<file path="src/rtl/minesweeper_pkg.sv">
// Shared minesweeper definitions: board geometry, the placer FSM state type
// and the LFSR step function used by the free-running random source.
package minesweeper_pkg;

  localparam int BOARD_CELLS = 64;
  localparam int CELL_W      = 6;

  typedef enum logic [1:0] {
    IDLE  = 2'd0,
    CLEAR = 2'd1,
    DRAW  = 2'd2,
    DONE  = 2'd3
  } placer_state_t;

  // 8-bit Fibonacci LFSR step, taps 8,6,5,4 (maximal length, 255 states).
  function automatic logic [7:0] lfsr8_next(input logic [7:0] cur);
    return {cur[6:0], cur[7] ^ cur[5] ^ cur[4] ^ cur[3]};
  endfunction

endpackage

</file>
<file path="src/rtl/bomb_placement_ctrl_if.sv">
// Bus between the game FSM (master) and the bomb placer (slave).
//   start      : master -> slave, 1-cycle request for a new board
//   num_bombs  : master -> slave, bombs to place, sampled with start
//   safe_cell  : master -> slave, cell that never gets a bomb, sampled with start
//   bomb_map   : slave -> master, bit i set when cell i holds a bomb
//   bomb_count : slave -> master, bombs placed so far
//   busy       : slave -> master, high while a board is being generated
//   done       : slave -> master, 1-cycle completion pulse
// Handshake: start carries no ready. A start pulse is accepted only when the
// placer is idle (busy=0 and done=0); acceptance shows as busy=1 on the next
// cycle. A pulse while busy or during done is dropped.
interface bomb_placement_ctrl_if;
  import minesweeper_pkg::*;

  logic                   start;
  logic [CELL_W-1:0]      num_bombs;
  logic [CELL_W-1:0]      safe_cell;
  logic [BOARD_CELLS-1:0] bomb_map;
  logic [CELL_W-1:0]      bomb_count;
  logic                   busy;
  logic                   done;

  modport master (
    output start, num_bombs, safe_cell,
    input  bomb_map, bomb_count, busy, done
  );

  modport slave (
    input  start, num_bombs, safe_cell,
    output bomb_map, bomb_count, busy, done
  );

endinterface

</file>
<file path="src/rtl/bomb_placement_ctrl_lfsr8.sv">
// Free-running 8-bit Fibonacci LFSR, reusable by any game block.
//   clk  : rising-edge clock
//   rst  : asynchronous active-high reset, loads SEED
//   q    : current LFSR value, advances every cycle
// SEED must be non-zero or the register locks up at zero.
module bomb_lfsr8
  import minesweeper_pkg::*;
#(
  parameter logic [7:0] SEED = 8'hA5
) (
  input  logic       clk,
  input  logic       rst,
  output logic [7:0] q
);

  logic [7:0] lfsr_q;
  logic [7:0] lfsr_d;

  assign lfsr_d = lfsr8_next(lfsr_q);
  assign q      = lfsr_q;

  always_ff @(posedge clk or posedge rst) begin
    if (rst) lfsr_q <= SEED;
    else     lfsr_q <= lfsr_d;
  end

endmodule

</file>
<file path="src/rtl/bomb_placement_ctrl.sv">
// Bomb placement sequencer for the 8x8 board.
//   clk     : rising-edge clock
//   rst     : asynchronous active-high reset (abandons any run, no done)
//   bus     : slave side of bomb_placement_ctrl_if (start/num_bombs/safe_cell
//             in; bomb_map/bomb_count/busy/done out)
//   state_o : current FSM state, for observation
// On an accepted start the map is cleared, then one LFSR candidate per cycle
// is tried until target distinct non-safe cells are set.
module bomb_placement_ctrl
  import minesweeper_pkg::*;
#(
  parameter logic [7:0] LFSR_SEED = 8'hA5
) (
  input  logic                clk,
  input  logic                rst,
  bomb_placement_ctrl_if.slave bus,
  output placer_state_t       state_o
);

  placer_state_t          state_q, state_d;
  logic [CELL_W-1:0]      target_q, target_d;
  logic [CELL_W-1:0]      safe_q, safe_d;
  logic [BOARD_CELLS-1:0] map_q, map_d;
  logic [CELL_W-1:0]      count_q, count_d;

  logic [7:0]             lfsr;
  logic [CELL_W-1:0]      cand;
  logic [CELL_W-1:0]      count_inc;

  bomb_lfsr8 #(.SEED(LFSR_SEED)) u_lfsr (
    .clk (clk),
    .rst (rst),
    .q   (lfsr)
  );

  assign cand      = lfsr[CELL_W-1:0];
  // count_q stays below target (max 63) while drawing, so this never wraps.
  assign count_inc = count_q + 6'd1;

  always_comb begin
    state_d  = state_q;
    target_d = target_q;
    safe_d   = safe_q;
    map_d    = map_q;
    count_d  = count_q;
    unique case (state_q)
      IDLE: begin
        if (bus.start) begin
          target_d = bus.num_bombs;
          safe_d   = bus.safe_cell;
          state_d  = CLEAR;
        end
      end
      CLEAR: begin
        map_d   = '0;
        count_d = '0;
        state_d = (target_q == '0) ? DONE : DRAW;
      end
      DRAW: begin
        // Occupied or protected candidates are simply skipped; the LFSR
        // moves on and the next cycle tries again.
        if (!map_q[cand] && (cand != safe_q)) begin
          map_d[cand] = 1'b1;
          count_d     = count_inc;
          if (count_inc == target_q) state_d = DONE;
        end
      end
      DONE: begin
        state_d = IDLE;
      end
      default: state_d = IDLE;
    endcase
  end

  always_ff @(posedge clk or posedge rst) begin
    if (rst) begin
      state_q  <= IDLE;
      target_q <= '0;
      safe_q   <= '0;
      map_q    <= '0;
      count_q  <= '0;
    end else begin
      state_q  <= state_d;
      target_q <= target_d;
      safe_q   <= safe_d;
      map_q    <= map_d;
      count_q  <= count_d;
    end
  end

  assign bus.bomb_map   = map_q;
  assign bus.bomb_count = count_q;
  assign bus.busy       = (state_q == CLEAR) || (state_q == DRAW);
  assign bus.done       = (state_q == DONE);
  assign state_o        = state_q;

endmodule

</file>
<file path="src/flat_wrapper.sv">
// flat-port wrapper written by rule: the top's interface ports become plain ports
module bomb_placement_ctrl_flat import minesweeper_pkg::*;
#(
  parameter logic [7:0] LFSR_SEED = 8'hA5
)
  (clk, rst, state_o, bus_start, bus_num_bombs, bus_safe_cell, bus_bomb_map, bus_bomb_count, bus_busy, bus_done);
  bomb_placement_ctrl_if bus_i ();
  input  logic clk;
  input  logic rst;
  output placer_state_t state_o;
  input wire logic [$bits(bus_i.start)-1:0] bus_start;
  input wire logic [$bits(bus_i.num_bombs)-1:0] bus_num_bombs;
  input wire logic [$bits(bus_i.safe_cell)-1:0] bus_safe_cell;
  output wire logic [$bits(bus_i.bomb_map)-1:0] bus_bomb_map;
  output wire logic [$bits(bus_i.bomb_count)-1:0] bus_bomb_count;
  output wire logic [$bits(bus_i.busy)-1:0] bus_busy;
  output wire logic [$bits(bus_i.done)-1:0] bus_done;
  assign bus_i.start = bus_start;
  assign bus_i.num_bombs = bus_num_bombs;
  assign bus_i.safe_cell = bus_safe_cell;
  assign bus_bomb_map = bus_i.bomb_map;
  assign bus_bomb_count = bus_i.bomb_count;
  assign bus_busy = bus_i.busy;
  assign bus_done = bus_i.done;
  bomb_placement_ctrl #(.LFSR_SEED(LFSR_SEED)) u_core (.clk(clk), .rst(rst), .bus(bus_i), .state_o(state_o));
endmodule
</file>
<file path="config.mk">
export PLATFORM = sky130hd
export DESIGN_NAME = bomb_placement_ctrl_flat
export DESIGN_NICKNAME = d
export VERILOG_FILES = /design/src/rtl/minesweeper_pkg.sv /design/src/rtl/bomb_placement_ctrl_if.sv /design/src/rtl/bomb_placement_ctrl_lfsr8.sv /design/src/rtl/bomb_placement_ctrl.sv /design/src/flat_wrapper.sv
export SDC_FILE = /design/constraint.sdc
export NUM_CORES = 1
export LEC_CHECK = 0
export CORE_ASPECT_RATIO = 0.7
export CORE_MARGIN = 1.5
export CORE_UTILIZATION = 35
export DETAILED_ROUTE_END_ITERATION = 6
export PLACE_DENSITY_LB_ADDON = 0.2
export SYNTH_ARGS = -nofsm -noshare
export SYNTH_HDL_FRONTEND = slang
export SYNTH_SLANG_ARGS = --single-unit
</file>
<file path="constraint.sdc">
create_clock -name clk -period 4.6 [get_ports clk]
set_input_delay 0.69 -clock clk [delete_from_list [all_inputs] [get_ports clk]]
set_output_delay 0.69 -clock clk [all_outputs]
set_load 0.03 [all_outputs]
</file>
### After elaboration in Yosys (flattened, before gate mapping)

Index checks and enable logic that the tools add are counted.
Widths: inputs -> output; s select.

| cells by class | value |
|---|---|
| add/sub/neg operators | 1 |
| $mul | 0 |
| divide/modulo/power cells | 0 |
| order comparisons | 2 |
| equal/unequal tests | 8 |
| shifts and indexed selects | 0 |
| muxes and demuxes | 13 |
| bitwise gates (word level) | 4 |
| reductions and logical operators | 10 |

Operators by type and width:

| operator | count |
|---|---|
| $pmux 64 s2 | 1 |
| $mux 64 | 1 |
| $or 64x64->64 | 1 |
| $pmux 6 s2 | 1 |
| $pmux 2 s4 | 1 |
| $lt 6x7->1 const B | 1 |
| $add 6x1->6 const B | 1 |
| $bmux 1 s6 | 1 |
| $demux 1 s6 | 1 |
| $eq 6x6->1 | 1 |
| $ge 6x1->1 const B | 1 |
| $logic_not 6->1 | 1 |
| $mux 2 | 3 |
| $mux 6 | 1 |
| $ne 6x6->1 | 1 |
| $eq 2x2->1 const B | 2 |
| $ne 2x1->1 const B | 2 |
| $reduce_and 2->1 | 2 |
| $mux 1 | 3 |
| $reduce_and 3->1 | 1 |
| $xor 1x1->1 | 3 |
| $eq 2x1->1 const B | 1 |
| $logic_and 1x1->1 | 2 |
| $logic_not 2->1 | 1 |
| other kinds (4) | 4 |

| word-level totals | value |
|---|---|
| flip-flop bits (word level) | 92 |
| bits in latches | 0 |
| memory bits (writable) | 0 |
| memory bits (read-only) | 0 |
| output and inout port bits | 74 |
| word-level logic and storage cells | 44 |
| memories kept | 0 |

### Depth between registers and ports, before layout

Gate-level depths: netlist (run 1).

| depth | value |
|---|---|
| word-level depth | 7 |
| gate-level depth with buffers | 11 |
| gate-level depth less buffers | 8 |

### Hierarchy

A second synthesis (run 1) with hierarchy kept.

| unflattened totals | value |
|---|---|
| cells, all modules | 388 |
| area total of the unflattened synthesis | 4561.9 um2 |

Modules (own cells, without submodules):

| module | instances | cells an instance | area each (um2) | seq. area each (um2) |
|---|---|---|---|---|
| bomb_placement_ctrl | 1 | 369 | 4274.1 | 2102.0 |
| bomb_lfsr8 | 1 | 19 | 287.8 | 205.2 |

### Least setup slack after synthesis (run 1)

OpenSTA, ideal clock, no wires.

| timing path | value |
|---|---|
| kind | register -> register |
| from | register u_core.count_q[2] (netlist: u_core.bus.bomb_count[2]) |
| to | register u_core.state_q[0] (netlist: u_core.state_o[0]) |
| setup time | 0.139 ns |
| arrival time | 2.231 ns |
| setup slack | 2.230 ns |
| stages on the path, launching flop included | 9 |
| buffers on the path | 1 |
| cells stage by stage | dfrtp_1 > clkbuf_1 > nand3_1 > xnor2_1 > or3b_2 > a211oi_1 > a41oi_1 > o31ai_1 > o31ai_1 |

| on the way | value |
|---|---|
| cells in the longest elaborated chain, start to end | 4 |

Ends and longest elaborated chain:

| what | RTL line | text |
|---|---|---|
| from (decl) | bomb_placement_ctrl.sv:24 | `logic [CELL_W-1:0] count_q, count_d;` |
| from (signal assigned) | bomb_placement_ctrl.sv:87 | `count_q <= count_d;` |
| $add 6x1->6 | bomb_placement_ctrl.sv:38 | `assign count_inc = count_q + 6'd1;` |
| $eq 6x6->1 | bomb_placement_ctrl.sv:65 | `if (count_inc == target_q) state_d = DONE;` |
| $ne 2x1->1 (no line) | n/a |  |
| $reduce_and 3->1 (no line) | n/a |  |
| to (signal assigned) | bomb_placement_ctrl.sv:83 | `state_q <= state_d;` |
| to (decl) | bomb_placement_ctrl.sv:20 | `placer_state_t state_q, state_d;` |

No other way between the ends.
A chain may end at the register's enable or synchronous reset.

### Final worst setup path (run 1)

| timing path | value |
|---|---|
| from | register u_core.u_lfsr.lfsr_q[2] (netlist: u_core.u_lfsr.q[2]) |
| to | register u_core.map_q[61] (netlist: u_core.bus.bomb_map[61]) |

| on the way | value |
|---|---|
| cells in the longest elaborated chain, start to end | 7 |

Ends and longest elaborated chain:

| what | RTL line | text |
|---|---|---|
| from (decl) | bomb_placement_ctrl_lfsr8.sv:16 | `logic [7:0] lfsr_q;` |
| from (signal assigned) | bomb_placement_ctrl_lfsr8.sv:24 | `else lfsr_q <= lfsr_d;` |
| $lt 6x7->1 (not written as such) / $ge 6x1->1 (equally long branches) | bomb_placement_ctrl.sv:63 | `map_d[cand] = 1'b1;` |
| $logic_and 1x1->1 (not written as such) | bomb_placement_ctrl.sv:63 |  |
| $mux 1 (not written as such) | bomb_placement_ctrl.sv:63 |  |
| $demux 1 s6 | n/a |  |
| $or 64x64->64 (no line) | n/a |  |
| $mux 64 | bomb_placement_ctrl.sv:62 | `if (!map_q[cand] && (cand != safe_q)) begin` |
| $pmux 64 s2 | bomb_placement_ctrl.sv:46 | `unique case (state_q)` |
| to (signal assigned) | bomb_placement_ctrl.sv:86 | `map_q <= map_d;` |
| to (decl) | bomb_placement_ctrl.sv:23 | `logic [BOARD_CELLS-1:0] map_q, map_d;` |

Parallel ways exist; a longest one is shown, timed or not. The select of a mux whose other input is x is not followed.

==> reports/metrics.json, run 1 <==
{
  "pwr": {
    "ir_worst_vdd_v": 0.000209,
    "pwr_density_cell_nw_per_um2": 398,
    "power.total_mw": 2.28,
    "power.static_leakage_nw": 2.29
  },
  "setup_path": {
    "crit_path_end_kind": "register",
    "startpoint_type": "register",
    "cp_max_fo": 31,
    "critical-path-slowest-cell": "dfstp_2",
    "regToRegEndpoint": "u_core.bus.bomb_map[61]",
    "required_ns": 4.86,
    "r2r-start": "u_core.u_lfsr.q[2]",
    "timing.reg2reg.worst_path_depth": 7,
    "slowest_delay_ns": 0.94,
    "cp_data_arrival_time_ns": 3.70,
    "reg2reg_slack_ns": 1.15,
    "worstSetupStartpoint": "u_core.u_lfsr.q[2]",
    "cp-endpoint": "u_core.bus.bomb_map[61]",
    "worst-setup-path-type": "reg -> reg",
    "critical_path.cell_chain": "mux2_2 -> a221oi_1 -> o22ai_1 -> a22oi_2 -> and4_1 -> nand2b_2 -> o21ai_1"
  },
  "detailed_routing": {
    "drtAntennaViolNets": 0,
    "avgRoutedWirePerCell_um": 18.5,
    "remaining_drc_errors": 0,
    "first_iter_violations": 264,
    "post_drt_via_cell_ratio": 5.33,
    "detail_route.first_pass.iterations": 5,
    "routed_wl_um": 12200,
    "route.vias.total": 3499
  },
  "floorplan": {
    "die_area_um2": 13500,
    "die_x_um": 138,
    "chipHeight_um": 97.6,
    "floorplan.initialDensity_pct": 35.9,
    "fp-row-count": 34,
    "placeableCoreArea_um2": 12500,
    "top_level_pins": 89
  },
  "clock_network": {
    "cts_resized": 0,
    "clock_insertion_delay_worst_skew_ns": 0.34,
    "cts-buffers-inserted": 9,
    "cts_num_sinks": 92,
    "clock_tree.root_cell": "clkbuf_16",
    "cts_setup_buffers": 0,
    "holdBufCountCts": 0,
    "clock_tree.htree_level_count": 3,
    "tritoncts": "built",
    "cts-root-to-sink-buffers": 2,
    "cts.clk_slew.worst_paths_ns": 0.06
  },
  "grt": {
    "grt_overflow_total": 0,
    "first_global_vias": 3398,
    "antenna_found_initial": 0,
    "groute.usage.overall_pct": 18.8,
    "grt_max_degree": 70,
    "global_route_wire_length_before_repair_um": 19700
  },
  "synth": {
    "post_synth_main_area_contributors": "dfrtp_1, o21ai_1, nand2_1",
    "synth_top_family_by_area": "simple AND/OR/NAND/NOR gates",
    "share_of_the_synthesized_area_in_the_top_cell_type_pct": 49.2,
    "synth_compound_gate_area_share_pct": 13.8,
    "synthDominantAreaCellType": "dfrtp_1",
    "synth_adder_area_share_pct": 1.68,
    "most_instantiated_flip_flop_cell_in_the_synthesis_netlist": "dfrtp_1",
    "synthDistinctLibCells": 60,
    "syn-instance-count": 411,
    "synth_async_reset_ratio_pct": 100,
    "average_cell_area_after_synthesis_um2": 10.9,
    "synth-edff-count": 0,
    "synth.mux.area_fraction_pct": 9.56,
    "synth.ff_latch_count": 92,
    "synthesis.area_um2": 4470,
    "mappedNetlistNets": 432,
    "synth-xor-area-share_pct": 3.52,
    "seq_area_frac_synth_pct": 51.6,
    "share_of_synthesized_cell_area_in_and_or_nand_and_nor_gates_pct": 16.2,
    "synth.yosys.warnings": 0
  },
  "sta": {
    "setup-violations-final": 0,
    "drv_slew": 0,
    "final_hold_viol_count": 0,
    "fin_crit_ns": 3.45,
    "fin_crit_sh_pct": 75.0,
    "max_freq_ghz": 0.290,
    "setup_repair_after_global_routing_missed_its_margin": "false",
    "timing_worst_slew_pin_value_ns": 0.736,
    "fin_tns_setup_ns": 0,
    "finClkSkew_ns": 0.00741,
    "maxSlewHeadroom_pct": 50.9
  },
  "final_layout": {
    "layout-drive-gt1-share_pct": 13.1,
    "most-common-layout-cells": "clkdlybuf4s50_1, dfrtp_1, nand2_1, o21ai_1, mux2_2",
    "area_growth_syn_to_layout_pct": 28.2,
    "antennaDiodeCount": 0,
    "nNetsFinal": 511
  },
  "outcome": {
    "status": "finished, final reports clean"
  },
  "placed_design": {
    "port_buffers": 88,
    "hpwlAfterDp_um": 8650,
    "routabilityCongestion": 0.814
  },
  "run": {
    "drv.max_cap_violation_count": 0
  },
  "min_path": {
    "class_of_the_most_critical_hold_timing_path": "reg -> reg"
  }
}
how the worst min path moves through the flow:
stage                     slack [ns]  cells after the start                 end               start
after floorplan                 0.33                      0  u_core.u_lfsr.q[7]  u_core.u_lfsr.q[6]
after global placement          0.33                      0  u_core.u_lfsr.q[7]  u_core.u_lfsr.q[6]
after detailed placement        0.34                      0  u_core.u_lfsr.q[7]  u_core.u_lfsr.q[6]
after CTS                       0.36                      0  u_core.u_lfsr.q[7]  u_core.u_lfsr.q[6]
after global routing            0.37                      0  u_core.u_lfsr.q[7]  u_core.u_lfsr.q[6]
final                           0.35                      0  u_core.u_lfsr.q[7]  u_core.u_lfsr.q[6]
routing by layer:
layer  vias to the layer above  share of wire (%)  GRT usage, %
li1                       1629                  -             -
met1                      1713                 50          29.3
met2                       148                 42          25.3
met3                         9                7.9          5.22
met4                         0               0.72          4.13
met5                         -                  0          1.13
Yosys cell counts (all sizes together), types with 4 or more instances:
cell	count
mux4	8
buf	12
nand2	72
clkbuf	13
xor2	6
a211oi	5
o21ai	58
nor3	4
dfrtp	88
inv	4
nor2b	9
nand3	10
mux2i	9
a22o	9
nor2	10
o31ai	4
dfstp	4
ha	6
xnor2	12
nand2b	9
mux2	14
state kept, by name, indices dropped and copies added (netlist names):
signal,flops
u_core.target_q,6
u_core.safe_q,6
u_core.u_lfsr.q,8
u_core.bus.bomb_map,64
u_core.state_o,2
u_core.bus.bomb_count,6
cells by family (layout without fill, tap and decap cells):
logic type,after synthesis,count (layout)
and+or+nand+nor,138,138
adders and majority gates,6,6
xor gates and xnor gates,18,18
muxes,31,31
AOI/OAI and AO/OA,97,97
buffers and inverters,29,113
DFF,92,92
power breakdown:
| group | total, mW | internal, mW | leakage [nW] | switching [mW] |
|---|---|---|---|---|
| Combinational | 0.603 | 0.251 | 0.915 | 0.353 |
| Clock | 0.707 | 0.397 | 0.142 | 0.310 |
| Sequential | 0.973 | 0.889 | 1.24 | 0.0835 |
| Total | 2.28 | 1.54 | 2.29 | 0.746 |
area by class of cell:
| class | instances | area [um^2] |
|---|---|---|
| Timing Repair Buffer | 93 | 918 |
| Fill cell | 1149 | 6730 |
| Clock inverter | 5 | 35.0 |
| Tap cell | 162 | 203 |
| Multi-Input combinational cell | 290 | 2010 |
| Clock buffer | 11 | 253 |
| Inverter | 4 | 16.3 |
| Sequential cell | 92 | 2310 |
through the flow:
step	cells	util, %	hold WS (ns)	cell area (um^2)	setup WS (ns)
3_3_place_gp	641	43.7	0.334	5450	1.15
2_1_floorplan	411	-	0.333	4470	1.52
5_1_grt	657	46.0	0.370	5740	0.967
4_1_cts	657	46.0	0.358	5740	1.14
3_5_place_dp	641	43.7	0.342	5450	1.16
6_report	657	46.0	0.353	5740	1.15
critical path, delay by kind of cell, from the launching register on:
kind	cells	cell delay, ns
and+or+nand+nor	2	0.83
DFF	1	0.94
AOI/OAI and AO/OA	4	1.14
muxes	1	0.45
(Power assumes the default switching activity.)
==> inputs of run 2 (changes only) <==
Clock period 4.6 ns to 2.8 ns, I/O delays scaled along.
==> run 2 against run 1 <==
Worst setup slack lost 0.97 ns. Count of clock-buffer cells in the layout shrank 1. Combinational power grew 84%. Critical endpoint unchanged. Via count grew 3.1%. Clock power grew 64%. Highest routed layer unchanged.
==> reports/metrics.json, run 2 (synthesis gave the netlist of run 1 again) <==
{
  "outcome": {
    "status": "finished, final reports clean"
  },
  "grt": {
    "grt_overflow_total": 0,
    "global_route_wire_length_before_repair_um": 20200,
    "first_global_vias": 3473,
    "grt_max_degree": 49,
    "antenna_found_initial": 0,
    "groute.usage.overall_pct": 19.3
  },
  "sta": {
    "setup_ws_ns": 0.180,
    "fin_crit_sh_pct": 93.6,
    "timing_worst_slew_pin_value_ns": 0.623,
    "fin_crit_ns": 2.62,
    "drv_slew": 0,
    "fin_tns_setup_ns": 0,
    "finClkSkew_ns": 0.00869,
    "setup_repair_after_global_routing_missed_its_margin": "false",
    "max_freq_ghz": 0.382,
    "setup-violations-final": 0,
    "maxSlewHeadroom_pct": 58.5,
    "hold_ws_ns": 0.368,
    "final_hold_viol_count": 0
  },
  "clock_network": {
    "cts_setup_buffers": 0,
    "cts_num_sinks": 92,
    "cts.clk_slew.worst_paths_ns": 0.07,
    "clock_insertion_delay_worst_skew_ns": 0.35,
    "holdBufCountCts": 0,
    "cts-buffers-inserted": 9,
    "clock_tree.htree_level_count": 3,
    "tritoncts": "built",
    "cts-root-to-sink-buffers": 2,
    "clock_tree.root_cell": "clkbuf_16"
  },
  "setup_path": {
    "crit_path_end_kind": "register",
    "cp_max_fo": 15,
    "startpoint_type": "register",
    "regToRegEndpoint": "u_core.bus.bomb_map[61]",
    "worstSetupStartpoint": "u_core.u_lfsr.q[0]",
    "timing.critical_path.mode_cell": "o21ai_1",
    "timing.critical_path.depth": 8,
    "critical_path_buf_inv_count": 1,
    "cp_data_arrival_time_ns": 2.89,
    "kind_of_cell_with_the_highest_combined_delay_on_the_critical_path": "flip-flops",
    "critical_path.cell_chain": "mux4_2 -> a22oi_1 -> o21ai_1 -> nor2_1 -> and4_1 -> buf_4 -> nand2b_2 -> o21ai_1",
    "critical-path-slowest-cell": "dfstp_4",
    "timing.reg2reg.worst_path_depth": 8,
    "required_ns": 3.07,
    "slowest_delay_ns": 0.73,
    "worst-setup-path-type": "reg -> reg",
    "reg2reg_slack_ns": 0.18,
    "r2r-start": "u_core.u_lfsr.q[0]",
    "cp-endpoint": "u_core.bus.bomb_map[61]"
  },
  "floorplan": {
    "chipHeight_um": 97.6,
    "fp-row-count": 34,
    "top_level_pins": 89,
    "die_area_um2": 13500,
    "die_x_um": 138,
    "placeableCoreArea_um2": 12500,
    "floorplan.initialDensity_pct": 35.9
  },
  "placed_design": {
    "port_buffers": 88,
    "placement_cell_area_um2": 5620,
    "dp_slack_ns": 0.136,
    "hpwlAfterDp_um": 9340,
    "routabilityCongestion": 0.807,
    "dpl.cell_count": 658
  },
  "final_layout": {
    "area_growth_syn_to_layout_pct": 32.1,
    "largest_register_ff_count": 64,
    "postLayoutCellArea_um2": 5910,
    "area_occupied_by_multi_input_gates_um2": 2010,
    "fillerInstances": 1153,
    "number_of_non_filler_instances_in_the_completed_layout": 674,
    "layout-drive-gt1-share_pct": 16.0,
    "nNetsFinal": 528,
    "most-common-layout-cells": "clkdlybuf4s50_1, dfrtp_1, nand2_1, o21ai_1, buf_4",
    "sequential_cell_area_um2": 2310,
    "fin_util_pct": 47.4,
    "antennaDiodeCount": 0
  },
  "detailed_routing": {
    "drtAntennaViolNets": 0,
    "first_iter_violations": 328,
    "route.vias.total": 3608,
    "post_drt_via_cell_ratio": 5.35,
    "remaining_drc_errors": 0,
    "avgRoutedWirePerCell_um": 18.6,
    "routed_wl_um": 12500,
    "detail_route.first_pass.iterations": 5
  },
  "pwr": {
    "p_sw_mw": 1.29,
    "sequentialPowerShare_pct": 41.3,
    "power.share.combinational_pct": 28.7,
    "power_report.internal_total_mw": 2.59,
    "p_sw_share_pct": 33.3,
    "ir_worst_vdd_v": 0.000390,
    "pwr_density_cell_nw_per_um2": 656,
    "pwr-share-clk_pct": 30.0,
    "power.total_mw": 3.88,
    "power.static_leakage_nw": 2.39
  },
  "run": {
    "drv.max_cap_violation_count": 0
  },
  "min_path": {
    "class_of_the_most_critical_hold_timing_path": "reg -> reg"
  }
}
## run 2: area by class of cell
cell class	count	share of cell area, %
flip-flops and latches	92	39.2
clock buffers	10	4.04
inverters	4	0.317
well taps	162	3.43
repair buffers	110	18.3
multi-input cells	290	33.9
clock inverters	6	0.804
## run 2: layer usage
layer	wire length [um]	GRT usage [%]	vias to the layer above
met5	0	0	-
met1	6330	30.3	1820
met3	782	4.53	14
met4	170	5.34	0
met2	5230	26.0	110
li1	-	-	1664
## run 2: worst min-delay path by stage
stage / start / end / slack (ns) / depth (start not counted)
2_1_floorplan: u_core.u_lfsr.q[6] / u_core.u_lfsr.q[7] / 0.33 / 0
3_3_place_gp: u_core.u_lfsr.q[6] / u_core.u_lfsr.q[7] / 0.34 / 0
3_5_place_dp: u_core.u_lfsr.q[6] / u_core.u_lfsr.q[7] / 0.36 / 0
4_1_cts: u_core.u_lfsr.q[6] / u_core.u_lfsr.q[7] / 0.37 / 0
5_1_grt: u_core.u_lfsr.q[6] / u_core.u_lfsr.q[7] / 0.37 / 0
6_report: u_core.u_lfsr.q[6] / u_core.u_lfsr.q[7] / 0.37 / 0
## run 2: power groups by stage
stage | clock network, mW | registers, mW | logic, mW
global route | 1.24 | 1.62 | 1.20
CTS | 1.18 | 1.60 | 1.13
global placement | 0 | 1.62 | 1.10
floorplan | 0 | 1.65 | 0.686
finish | 1.16 | 1.60 | 1.11
detailed placement | 0 | 1.62 | 1.12
## run 2: what timing repair did
item / 4_1_cts / 5_1_grt
resized for setup: 0 / 2
hold endpoints to repair: 0 / 0
setup endpoints to repair: 0 / 22
